**src/rtl/mips16_wb_pkg.sv**
```systemverilog
// Shared widths and the write-request record used by the register-file write
// arbiter, its result FIFO and its output registers.
package mips16_wb_pkg;

    localparam int DATA_W     = 16;
    localparam int REG_ADDR_W = 3;
    localparam int NUM_REGS   = 8;

    typedef struct packed {
        logic [REG_ADDR_W-1:0] dest;
        logic [DATA_W-1:0]     data;
    } wr_req_t;

endpackage

```
**src/rtl/reg_write_arbiter_if.sv**
```systemverilog
// Bundle of pipeline writeback, long-latency result, scoreboard, decode and
// register-file write signals seen by the write arbiter.
interface reg_write_arbiter_if;
    import mips16_wb_pkg::*;

    logic                  wb_en;
    logic [REG_ADDR_W-1:0] wb_dest;
    logic [DATA_W-1:0]     wb_data;
    logic                  lu_valid;
    logic                  lu_ready;
    logic [REG_ADDR_W-1:0] lu_dest;
    logic [DATA_W-1:0]     lu_data;
    logic                  sb_set_en;
    logic [REG_ADDR_W-1:0] sb_set_dest;
    logic [REG_ADDR_W-1:0] rd_addr_1;
    logic [REG_ADDR_W-1:0] rd_addr_2;
    logic                  stall;
    logic                  reg_write_en;
    logic [REG_ADDR_W-1:0] reg_write_dest;
    logic [DATA_W-1:0]     reg_write_data;

    modport master (
        output wb_en, wb_dest, wb_data,
        output lu_valid, lu_dest, lu_data,
        output sb_set_en, sb_set_dest,
        output rd_addr_1, rd_addr_2,
        input  lu_ready, stall,
        input  reg_write_en, reg_write_dest, reg_write_data
    );

    modport slave (
        input  wb_en, wb_dest, wb_data,
        input  lu_valid, lu_dest, lu_data,
        input  sb_set_en, sb_set_dest,
        input  rd_addr_1, rd_addr_2,
        output lu_ready, stall,
        output reg_write_en, reg_write_dest, reg_write_data
    );

endinterface

```
**src/rtl/lu_fifo.sv**
```systemverilog
// Small FIFO buffering long-latency results until the write port is free.
// Pointers carry one extra wrap bit so full and empty are distinguishable.
module lu_fifo
    import mips16_wb_pkg::*;
#(
    parameter int DEPTH = 2
) (
    input  logic    clk,
    input  logic    rst,
    input  logic    push,
    input  wr_req_t push_data,
    input  logic    pop,
    output logic    full,
    output logic    empty,
    output wr_req_t head
);

    localparam int PTR_W = $clog2(DEPTH);

    logic [PTR_W:0] wr_ptr_q, wr_ptr_d;
    logic [PTR_W:0] rd_ptr_q, rd_ptr_d;
    wr_req_t        mem_q [DEPTH];
    wr_req_t        mem_d [DEPTH];

    always_comb begin
        mem_d    = mem_q;
        wr_ptr_d = wr_ptr_q;
        rd_ptr_d = rd_ptr_q;
        if (push && !full) begin
            mem_d[wr_ptr_q[PTR_W-1:0]] = push_data;
            wr_ptr_d = wr_ptr_q + (PTR_W+1)'(1);
        end
        if (pop && !empty) begin
            rd_ptr_d = rd_ptr_q + (PTR_W+1)'(1);
        end
    end

    always_ff @(posedge clk or posedge rst) begin
        if (rst) begin
            wr_ptr_q <= '0;
            rd_ptr_q <= '0;
            for (int i = 0; i < DEPTH; i++) begin
                mem_q[i] <= '0;
            end
        end else begin
            wr_ptr_q <= wr_ptr_d;
            rd_ptr_q <= rd_ptr_d;
            mem_q    <= mem_d;
        end
    end

    assign empty = (wr_ptr_q == rd_ptr_q);
    assign full  = (wr_ptr_q[PTR_W] != rd_ptr_q[PTR_W]) &&
                   (wr_ptr_q[PTR_W-1:0] == rd_ptr_q[PTR_W-1:0]);
    assign head  = mem_q[rd_ptr_q[PTR_W-1:0]];

endmodule

```
**src/rtl/reg_write_arbiter.sv**
```systemverilog
// Drives the register file's single write port from the pipeline writeback
// (absolute priority) and buffered long-latency results; tracks pending dests.
module reg_write_arbiter
    import mips16_wb_pkg::*;
#(
    parameter int DEPTH = 2
) (
    input  logic               clk,
    input  logic               rst,
    reg_write_arbiter_if.slave bus
);

    logic    fifo_push;
    logic    fifo_pop;
    logic    fifo_full;
    logic    fifo_empty;
    wr_req_t fifo_head;
    wr_req_t lu_req;

    logic                wr_en_q, wr_en_d;
    wr_req_t             wr_q, wr_d;
    logic                from_lu_q, from_lu_d;
    logic [NUM_REGS-1:0] pending_q, pending_d;

    assign lu_req    = {bus.lu_dest, bus.lu_data};
    assign fifo_push = bus.lu_valid && !fifo_full;
    assign fifo_pop  = !bus.wb_en && !fifo_empty;

    lu_fifo #(.DEPTH(DEPTH)) u_lu_fifo (
        .clk       (clk),
        .rst       (rst),
        .push      (fifo_push),
        .push_data (lu_req),
        .pop       (fifo_pop),
        .full      (fifo_full),
        .empty     (fifo_empty),
        .head      (fifo_head)
    );

    // r0 writes are dropped here, but a dest-0 FIFO entry is still consumed.
    always_comb begin
        wr_en_d   = 1'b0;
        wr_d      = wr_q;
        from_lu_d = 1'b0;
        if (bus.wb_en) begin
            wr_en_d = (bus.wb_dest != '0);
            wr_d    = {bus.wb_dest, bus.wb_data};
        end else if (!fifo_empty) begin
            wr_en_d   = (fifo_head.dest != '0);
            wr_d      = fifo_head;
            from_lu_d = 1'b1;
        end
    end

    // Clear applied before set so a same-cycle set on the same dest wins.
    always_comb begin
        pending_d = pending_q;
        if (wr_en_q && from_lu_q) begin
            pending_d[wr_q.dest] = 1'b0;
        end
        if (bus.sb_set_en) begin
            pending_d[bus.sb_set_dest] = 1'b1;
        end
        pending_d[0] = 1'b0;
    end

    always_ff @(posedge clk or posedge rst) begin
        if (rst) begin
            wr_en_q   <= 1'b0;
            wr_q      <= '0;
            from_lu_q <= 1'b0;
            pending_q <= '0;
        end else begin
            wr_en_q   <= wr_en_d;
            wr_q      <= wr_d;
            from_lu_q <= from_lu_d;
            pending_q <= pending_d;
        end
    end

    assign bus.lu_ready       = !fifo_full;
    assign bus.stall          = pending_q[bus.rd_addr_1] | pending_q[bus.rd_addr_2];
    assign bus.reg_write_en   = wr_en_q;
    assign bus.reg_write_dest = wr_q.dest;
    assign bus.reg_write_data = wr_q.data;

endmodule

```
**src/flat_wrapper.sv**
```systemverilog
// flat-port wrapper written by rule: the top's interface ports become plain ports
module reg_write_arbiter_flat import mips16_wb_pkg::*;
#(
    parameter int DEPTH = 2
)
  (clk, rst, bus_wb_en, bus_wb_dest, bus_wb_data, bus_lu_valid, bus_lu_dest, bus_lu_data, bus_sb_set_en, bus_sb_set_dest, bus_rd_addr_1, bus_rd_addr_2, bus_lu_ready, bus_stall, bus_reg_write_en, bus_reg_write_dest, bus_reg_write_data);
  reg_write_arbiter_if bus_i ();
  input  logic clk;
  input  logic rst;
  input wire logic [$bits(bus_i.wb_en)-1:0] bus_wb_en;
  input wire logic [$bits(bus_i.wb_dest)-1:0] bus_wb_dest;
  input wire logic [$bits(bus_i.wb_data)-1:0] bus_wb_data;
  input wire logic [$bits(bus_i.lu_valid)-1:0] bus_lu_valid;
  input wire logic [$bits(bus_i.lu_dest)-1:0] bus_lu_dest;
  input wire logic [$bits(bus_i.lu_data)-1:0] bus_lu_data;
  input wire logic [$bits(bus_i.sb_set_en)-1:0] bus_sb_set_en;
  input wire logic [$bits(bus_i.sb_set_dest)-1:0] bus_sb_set_dest;
  input wire logic [$bits(bus_i.rd_addr_1)-1:0] bus_rd_addr_1;
  input wire logic [$bits(bus_i.rd_addr_2)-1:0] bus_rd_addr_2;
  output wire logic [$bits(bus_i.lu_ready)-1:0] bus_lu_ready;
  output wire logic [$bits(bus_i.stall)-1:0] bus_stall;
  output wire logic [$bits(bus_i.reg_write_en)-1:0] bus_reg_write_en;
  output wire logic [$bits(bus_i.reg_write_dest)-1:0] bus_reg_write_dest;
  output wire logic [$bits(bus_i.reg_write_data)-1:0] bus_reg_write_data;
  assign bus_i.wb_en = bus_wb_en;
  assign bus_i.wb_dest = bus_wb_dest;
  assign bus_i.wb_data = bus_wb_data;
  assign bus_i.lu_valid = bus_lu_valid;
  assign bus_i.lu_dest = bus_lu_dest;
  assign bus_i.lu_data = bus_lu_data;
  assign bus_i.sb_set_en = bus_sb_set_en;
  assign bus_i.sb_set_dest = bus_sb_set_dest;
  assign bus_i.rd_addr_1 = bus_rd_addr_1;
  assign bus_i.rd_addr_2 = bus_rd_addr_2;
  assign bus_lu_ready = bus_i.lu_ready;
  assign bus_stall = bus_i.stall;
  assign bus_reg_write_en = bus_i.reg_write_en;
  assign bus_reg_write_dest = bus_i.reg_write_dest;
  assign bus_reg_write_data = bus_i.reg_write_data;
  reg_write_arbiter #(.DEPTH(DEPTH)) u_core (.clk(clk), .rst(rst), .bus(bus_i));
endmodule
```
**config.mk**
```make
export PLATFORM = sky130hd
export DESIGN_NAME = reg_write_arbiter_flat
export DESIGN_NICKNAME = d
export VERILOG_FILES = /design/src/rtl/mips16_wb_pkg.sv /design/src/rtl/reg_write_arbiter_if.sv /design/src/rtl/lu_fifo.sv /design/src/rtl/reg_write_arbiter.sv /design/src/flat_wrapper.sv
export SDC_FILE = /design/constraint.sdc
export NUM_CORES = 1
export LEC_CHECK = 0
export BUFFER_PORTS_ARGS = -buffer_cell sky130_fd_sc_hd__buf_2
export CORE_ASPECT_RATIO = 0.9
export CORE_MARGIN = 4
export CORE_UTILIZATION = 54
export DETAILED_ROUTE_END_ITERATION = 8
export PLACE_DENSITY_LB_ADDON = 0.15
export SYNTH_ARGS = -nofsm -noshare
export SYNTH_HDL_FRONTEND = slang
export SYNTH_SLANG_ARGS = --single-unit
```
**constraint.sdc**
```tcl
create_clock -name clk -period 2.5 [get_ports clk]
set_clock_uncertainty 0.05 [all_clocks]
set_input_delay 0.25 -clock clk [delete_from_list [all_inputs] [get_ports clk]]
set_output_delay 0.25 -clock clk [all_outputs]
set_load 0.005 [all_outputs]
```
# --- Word-level counts from Yosys, hierarchy flattened ---
# Index checks and enable logic that the tools add are counted.
totals:
  elab_cells: 68
  in_bits: 52
  output_inout_bits: 22
  ff_bits: 70
op_classes:
  mux: 22
  n_addsub: 2
  reduce_logical: 14
  n_eq_ne: 4
  bitwise_logic: 6
  n_lt_le_gt_ge: 9
ops:
  columns: ["cell", "n"]
  rows:
  - ["$mux W19", 6]
  - ["$bwmux W38", 1]
  - ["$demux W19 S1", 1]
  - ["$lt A3 B4 Y1 const B", 4]
  - ["$mux W8", 2]
  - ["$logic_and A1 B1 Y1", 9]
  - ["$and A8 B8 Y8", 1]
  - ["$mux W1", 8]
  - ["$not A8 Y8", 1]
  - ["$or A8 B8 Y8", 1]
  - ["$bmux W1 S3", 2]
  - ["$demux W1 S3", 2]
  - ["$ge A3 B1 Y1 const B", 2]
  - ["$reduce_bool A3 Y1", 2]
  - ["$add A2 B1 Y2 const B", 2]
  - ["$ge A2 B2 Y1 const B", 2]
  - ["$not A1 Y2", 2]
  - ["$logic_not A1 Y1", 3]
  - ["$eq A2 B2 Y1", 1]
  - ["$lt A2 B1 Y1 const B", 1]
  - ["$ne A2 B2 Y1 const B", 1]
  - ["$eq A1 B1 Y1", 1]
  - ["$ne A1 B1 Y1", 1]
  - ["$or A1 B1 Y1", 1]

# --- Logic depth before layout (Yosys ltp) ---
depth:
  depth_word: 9
  mapped_depth: 5
  ltp_nobuf: 3

# --- Cells and area by module ---
# From an unflattened synthesis, not the netlist that was laid out.
unflattened:
  cells_unflattened: 268
  area_unflattened_um2: 3347.0
by_module_without_submodules:
  columns: ["mod", "cells_each", "area_each_um2", "instances", "seq_area_each_um2"]
  rows:
  - ["lu_fifo", 129, 1949.4, 1, 1051.0]
  - ["reg_write_arbiter", 139, 1397.6, 1, 700.7]

# --- Worst setup path before layout ---
# Ideal clock, no wire load.
synth_path:
  path_kind: "reg2reg"
  from: "reg u_core.u_lu_fifo.rd_ptr_q[0]"
  to: "reg u_core.wr_q (netlist bit u_core.bus.reg_write_data[0])"
  t_arrival_ns: 1.364
  period_less_slack_ns: 1.539
  setup_time_ns: 0.125
  required_ns: 2.325
  slack_ns: 0.961
  path_stages_with_launch: 6
  n_path_buf: 2
  cell_sequence: "dfrtp_1 > buf_2 > xnor2_2 > nand3_4 > buf_4 > mux2_2"
synth_via:
  elab_chain_len: 6
  elab_cells_between_ends: 8
  cone_classes: "2 x eq/ne; 5 x mux; 1 x bitwise"
synth_rtl:
  columns: ["item", "line_no", "source"]
  rows:
  - ["start: declaration", "lu_fifo.sv:21", "logic [PTR_W:0] rd_ptr_q, rd_ptr_d;"]
  - ["start signal: assignment", "lu_fifo.sv:47", "rd_ptr_q <= rd_ptr_d;"]
  - ["$not A1 Y2 (implied by the code)", "lu_fifo.sv:55", "assign head = mem_q[rd_ptr_q[PTR_W-1:0]];"]
  - ["$mux W19 (implied by the code) (3 in a row)", "lu_fifo.sv:55", null]
  - ["$mux W19", "reg_write_arbiter.sv:48", "end else if (!fifo_empty) begin"]
  - ["$mux W19", "reg_write_arbiter.sv:45", "if (bus.wb_en) begin"]
  - ["end signal: assignment", "reg_write_arbiter.sv:75", "wr_q <= wr_d;"]
  - ["end: declaration", "reg_write_arbiter.sv:21", "wr_req_t wr_q, wr_d;"]
# Parallel ways exist; a longest one is shown, timed or not. The select of a mux whose other input is x is not followed.
# A chain may end at the register's enable or synchronous reset.

# --- Worst setup path in the final report ---
layout_path:
  from: "reg u_core.pending_q[1]"
  to: "out bus_stall"
layout_via:
  elab_chain_len: 3
  elab_cells_between_ends: 5
  cone_classes: "4 x mux; 1 x bitwise"
layout_rtl:
  columns: ["item", "line_no", "source"]
  rows:
  - ["start: declaration", "reg_write_arbiter.sv:23", "logic [NUM_REGS-1:0] pending_q, pending_d;"]
  - ["start signal: assignment", "reg_write_arbiter.sv:77", "pending_q <= pending_d;"]
  - ["$bmux W1 S3", "reg_write_arbiter.sv:82", "assign bus.stall = pending_q[bus.rd_addr_1] | pending_q[bus.rd_addr_2];"]
  - ["$mux W1 (implied by the code)", "reg_write_arbiter.sv:82", null]
  - ["$or A1 B1 Y1 (*)", "reg_write_arbiter.sv:82", null]
  - ["end: declaration", "flat_wrapper.sv:21", "output wire logic [$bits(bus_i.stall)-1:0] bus_stall;"]
# Mark *: on every way between the ends. The rest lies on a longest branch, timed or not. The select of a mux whose other input is x is not followed.

==> flow_summary_export.csv <==
group,metric,value,unit
worst_setup_path,r2r-start,"u_core.u_lu_fifo.rd_ptr_q[0]",
pwr,power_per_cell_area,1260,nW/um^2
job,cap_violations,0,
worst_setup_path,worstSetupEndpoint,"bus_stall",
synthesis,yosys_most_used_dff,"sky130_fd_sc_hd__dfrtp_1",
synthesis,mappedNetlistArea,3360,sq um
detailed_routing,detailedRoute.firstPassIterationCount,4,
sta,finalSetupTns,0,ns
detailed_routing,antenna_left,0,
layout,area_growth_syn_to_layout,18.7,%
synthesis,synth.largest_area_cell,"sky130_fd_sc_hd__dfrtp_1",
layout,final_nets,395,
place,place.gp.congestion,0.781,
detailed_routing,dr_total_vias,2235,
sta,grt_setup_unrepaired,"no",
synthesis,ys_async_sr_fraction,100,%
sta,worst_slew_pin_slew,0.571,ns
cts,tritoncts_buffers,9,
synthesis,synthTopCellsByArea,"sky130_fd_sc_hd__dfrtp_1 52%, sky130_fd_sc_hd__mux2_2 13%, sky130_fd_sc_hd__mux2_4 8.5%",
worst_setup_path,crit_path_start_kind,"register",
cts,clockBufferDepth,2,
grt,grt_start_max_net_pins,29,
worst_setup_path,ff2ff_path_depth,4,
synthesis,yosys.cell_types.count,33,
detailed_routing,routed_wirelength,6530,microns
floorplanning,floorplan.die_area,7550,sq um
cts,cts.reportedPaths.clkPinSlew,0.06,ns
synthesis,synth_warnings,0,
synthesis,fraction_of_synthesized_area_in_multiplexers,28.0,%
floorplanning,die_w,91.1,microns
cts,cts_sink_cnt,70,
pwr,leakage,1.87,nW
sta,post-route-min-period,1.84,ns
sta,period_utilisation_layout,73.4,%
grt,antenna_found_initial,0,
floorplanning,floorplan.initialDensity,57.4,%
detailed_routing,avgViaCountPerCell,5.37,
cts,clock_tree_from_tritoncts,"done",
worst_setup_path,r2r_end,"u_core.bus.reg_write_data[9]",
worst_setup_path,crit_required,2.20,ns
grt,grt-ovfl-total,0,
place,numPlacedInstances,401,
detailed_routing,route.detailed.drc,0,
worst_setup_path,crit_path_category,"register to primary output",
sta,timing.max_slew.rel_slack,61.9,%
synthesis,avgSynthCellArea,12.8,sq um
min_path,hold_path.class,"input port to register",
worst_setup_path,setup.worst_path.start,"u_core.pending_q[1]",
sta,finalMaxSlewViolations,0,
status,outcome,"finished, final reports clean",
floorplanning,core_region_area,5860,sq um
worst_setup_path,regToRegSetupSlack,0.78,ns
layout,finish.cell_count_without_fillers,416,
synthesis,fraction_of_synthesized_cell_area_in_xor_and_xnor_cells,2.50,%
worst_setup_path,worst-endpoint-arrival,1.54,ns
pwr,irDropWorstVdd,0.000651,V
synthesis,synth_top_area_share,52.2,%
cts,clk_root_buffer_cell,"sky130_fd_sc_hd__clkbuf_8",
layout,regArea,1750,sq um
grt,grt_pass1_wl,11100,microns
layout,post_route_cells_drive_above_1_share,46.2,%
detailed_routing,post_drt_wl_per_cell,15.7,microns
grt,grt_pass1_vias,2358,
worst_setup_path,crit_fanout,3,
sta,timing.final.hold_violations,0,
synthesis,synthesis.instances,262,
synthesis,yosys.area_share.adder,0,%
cts,post_cts_repair_timing_setup_buffer_count,0,
sta,clock.fmax,545,MHz
cts,insertion_delay,0.33,ns
synthesis,post_synth_and_or_nand_nor_area_fraction,6.33,%
floorplanning,floorplan.die.height,82.8,microns
place,hpwlAfterDp,4740,microns
synthesis,post_synth_edffs,0,
floorplanning,io_pins,74,
synthesis,seq_area_frac_synth,52.2,%
synthesis,synth_compound_gate_area_share,8.27,%
sta,timing.final.setup_violations,0,
layout,combined_area_of_the_multi_input_logic_cells,1520,sq um
synthesis,synth_nets,314,
place,place.port_buffers,73,
worst_setup_path,end_kind,"primary output",
cts,cts.repair.resized,0,
synthesis,main_combinational_cell_family_by_area_after_synthesis,"multiplexers",
detailed_routing,drt-initial-drc-count,57,
layout,antenna_diode_count,0,
synthesis,synth.ff_latch_count,70,
floorplanning,standard_cell_row_count,26,
grt,groute.usage.overall,18.4,%
cts,clock_tree.htree_level_count,3,
layout,fillerInstances,460,
[report_power, final]
group          internal [mW]  total, mW  switching (mW)
sequential              1.71       2.07           0.360
combinational           1.20       2.13           0.932
clock                  0.429      0.801           0.372
[flip-flops by register name, indices dropped and copies added (netlist names)]
signal	count
u_core.bus.reg_write_dest	3
u_core.u_lu_fifo.wr_ptr_q	2
u_core.pending_q	7
u_core.u_lu_fifo.rd_ptr_q	2
u_core.u_lu_fifo.mem_q	38
u_core.bus.reg_write_en	1
u_core.bus.reg_write_data	16
u_core.from_lu_q	1
[cells in the final DEF, fill, tap and decap left out]
cell type                       instances
sky130_fd_sc_hd__nand2b_1               6
sky130_fd_sc_hd__xnor2_2                2
sky130_fd_sc_hd__o211ai_2               1
sky130_fd_sc_hd__a21oi_4                1
sky130_fd_sc_hd__nand3_4                1
sky130_fd_sc_hd__nor3b_1                1
sky130_fd_sc_hd__a21boi_0               1
sky130_fd_sc_hd__nand3b_1               1
sky130_fd_sc_hd__mux2_4                19
sky130_fd_sc_hd__xor2_2                 1
sky130_fd_sc_hd__o211ai_1               1
sky130_fd_sc_hd__mux2_2                40
sky130_fd_sc_hd__o31ai_1                5
sky130_fd_sc_hd__nor3_1                 5
sky130_fd_sc_hd__xnor2_1                2
sky130_fd_sc_hd__a221oi_1               2
sky130_fd_sc_hd__o22ai_1                2
sky130_fd_sc_hd__nand3_1                1
sky130_fd_sc_hd__buf_2                 73
sky130_fd_sc_hd__mux2_1                 3
sky130_fd_sc_hd__clkinv_2               1
sky130_fd_sc_hd__clkbuf_1               1
sky130_fd_sc_hd__dfrtp_1               70
sky130_fd_sc_hd__a21oi_1                3
sky130_fd_sc_hd__clkbuf_8              12
sky130_fd_sc_hd__xor2_1                 2
sky130_fd_sc_hd__dlygate4sd3_1          1
sky130_fd_sc_hd__inv_2                  1
sky130_fd_sc_hd__and3_1                 1
sky130_fd_sc_hd__mux2i_1               17
sky130_fd_sc_hd__buf_4                  8
sky130_fd_sc_hd__nand2_1               25
sky130_fd_sc_hd__inv_1                  3
sky130_fd_sc_hd__o32ai_1                1
sky130_fd_sc_hd__o21ai_0               30
sky130_fd_sc_hd__nor2b_1                2
[worst min-delay path by stage]
stage               cells past startpoint                            to  slack (ns)          startpoint
finish                                  3  u_core.bus.reg_write_dest[0]        0.09      bus_wb_dest[0]
global route                            2           u_core.pending_q[1]        0.08  bus_sb_set_dest[1]
CTS                                     3  u_core.bus.reg_write_dest[0]        0.07      bus_wb_dest[0]
detailed placement                      2  u_core.bus.reg_write_data[0]        0.29                 rst
global placement                        2  u_core.bus.reg_write_data[0]        0.29                 rst
floorplan                               1           u_core.pending_q[1]        0.30  bus_sb_set_dest[2]
[cell type report]
class | instances | area share [%]
Tap cell | 70 | 2.20
Inverter | 4 | 0.377
Multi-Input combinational cell | 176 | 38.2
Clock inverter | 1 | 0.126
Sequential cell | 70 | 44.0
Clock buffer | 13 | 4.24
Timing Repair Buffer | 82 | 10.9
[worst max-delay path: stages (launching register included)]
cell and delay, ns:
sky130_fd_sc_hd__dfrtp_1 0.40, sky130_fd_sc_hd__mux2_2 0.27, sky130_fd_sc_hd__a221oi_1 0.29, sky130_fd_sc_hd__o32ai_1 0.10, sky130_fd_sc_hd__buf_2 0.14
[cell usage after synthesis, types with 3 or more instances]
master / count
sky130_fd_sc_hd__buf_4: 4
sky130_fd_sc_hd__nand2b_1: 6
sky130_fd_sc_hd__o31ai_1: 5
sky130_fd_sc_hd__dfrtp_1: 70
sky130_fd_sc_hd__mux2_4: 19
sky130_fd_sc_hd__nand2_1: 25
sky130_fd_sc_hd__clkbuf_1: 4
sky130_fd_sc_hd__mux2_1: 3
sky130_fd_sc_hd__o21ai_0: 30
sky130_fd_sc_hd__a21oi_1: 3
sky130_fd_sc_hd__mux2i_1: 17
sky130_fd_sc_hd__inv_1: 4
sky130_fd_sc_hd__mux2_2: 40
sky130_fd_sc_hd__nor3_1: 5
[repair_timing]
item / CTS / global route
endpoints found under the hold margin: 26 / 0
setup endpoints to repair: 0 / 0
hold buffers: 1 / 0
[through the flow]
stage	power, mW	cell area (sq um)	utilization [%]	setup slack [ns]	hold WS (ns)
2_1_floorplan	3.65	3360	-	0.432	0.296
3_3_place_gp	4.16	3800	64.9	0.833	0.290
3_5_place_dp	4.24	3800	64.9	0.790	0.292
4_1_cts	5.06	3990	68.1	0.627	0.0711
5_1_grt	5.37	3990	68.1	0.525	0.0800
6_report	5.01	3990	68.1	0.665	0.0864
[kinds of logic after synthesis]
family,after synthesis
muxes,79
buffers and inverters,16
xor gates and xnor gates,7
and+or+nand+nor,43
DFF,70
AOI/OAI and AO/OA,47
[layer usage]
metal | track usage [%] | wire length, microns | up-vias
met5 | 0 | 0 | -
met4 | 7.12 | 94 | 0
met3 | 6.24 | 353 | 11
met2 | 28.5 | 3090 | 54
met1 | 24.0 | 2990 | 1078
li1 | - | - | 1092
No activity file was read; power rests on OpenSTA's default activity.
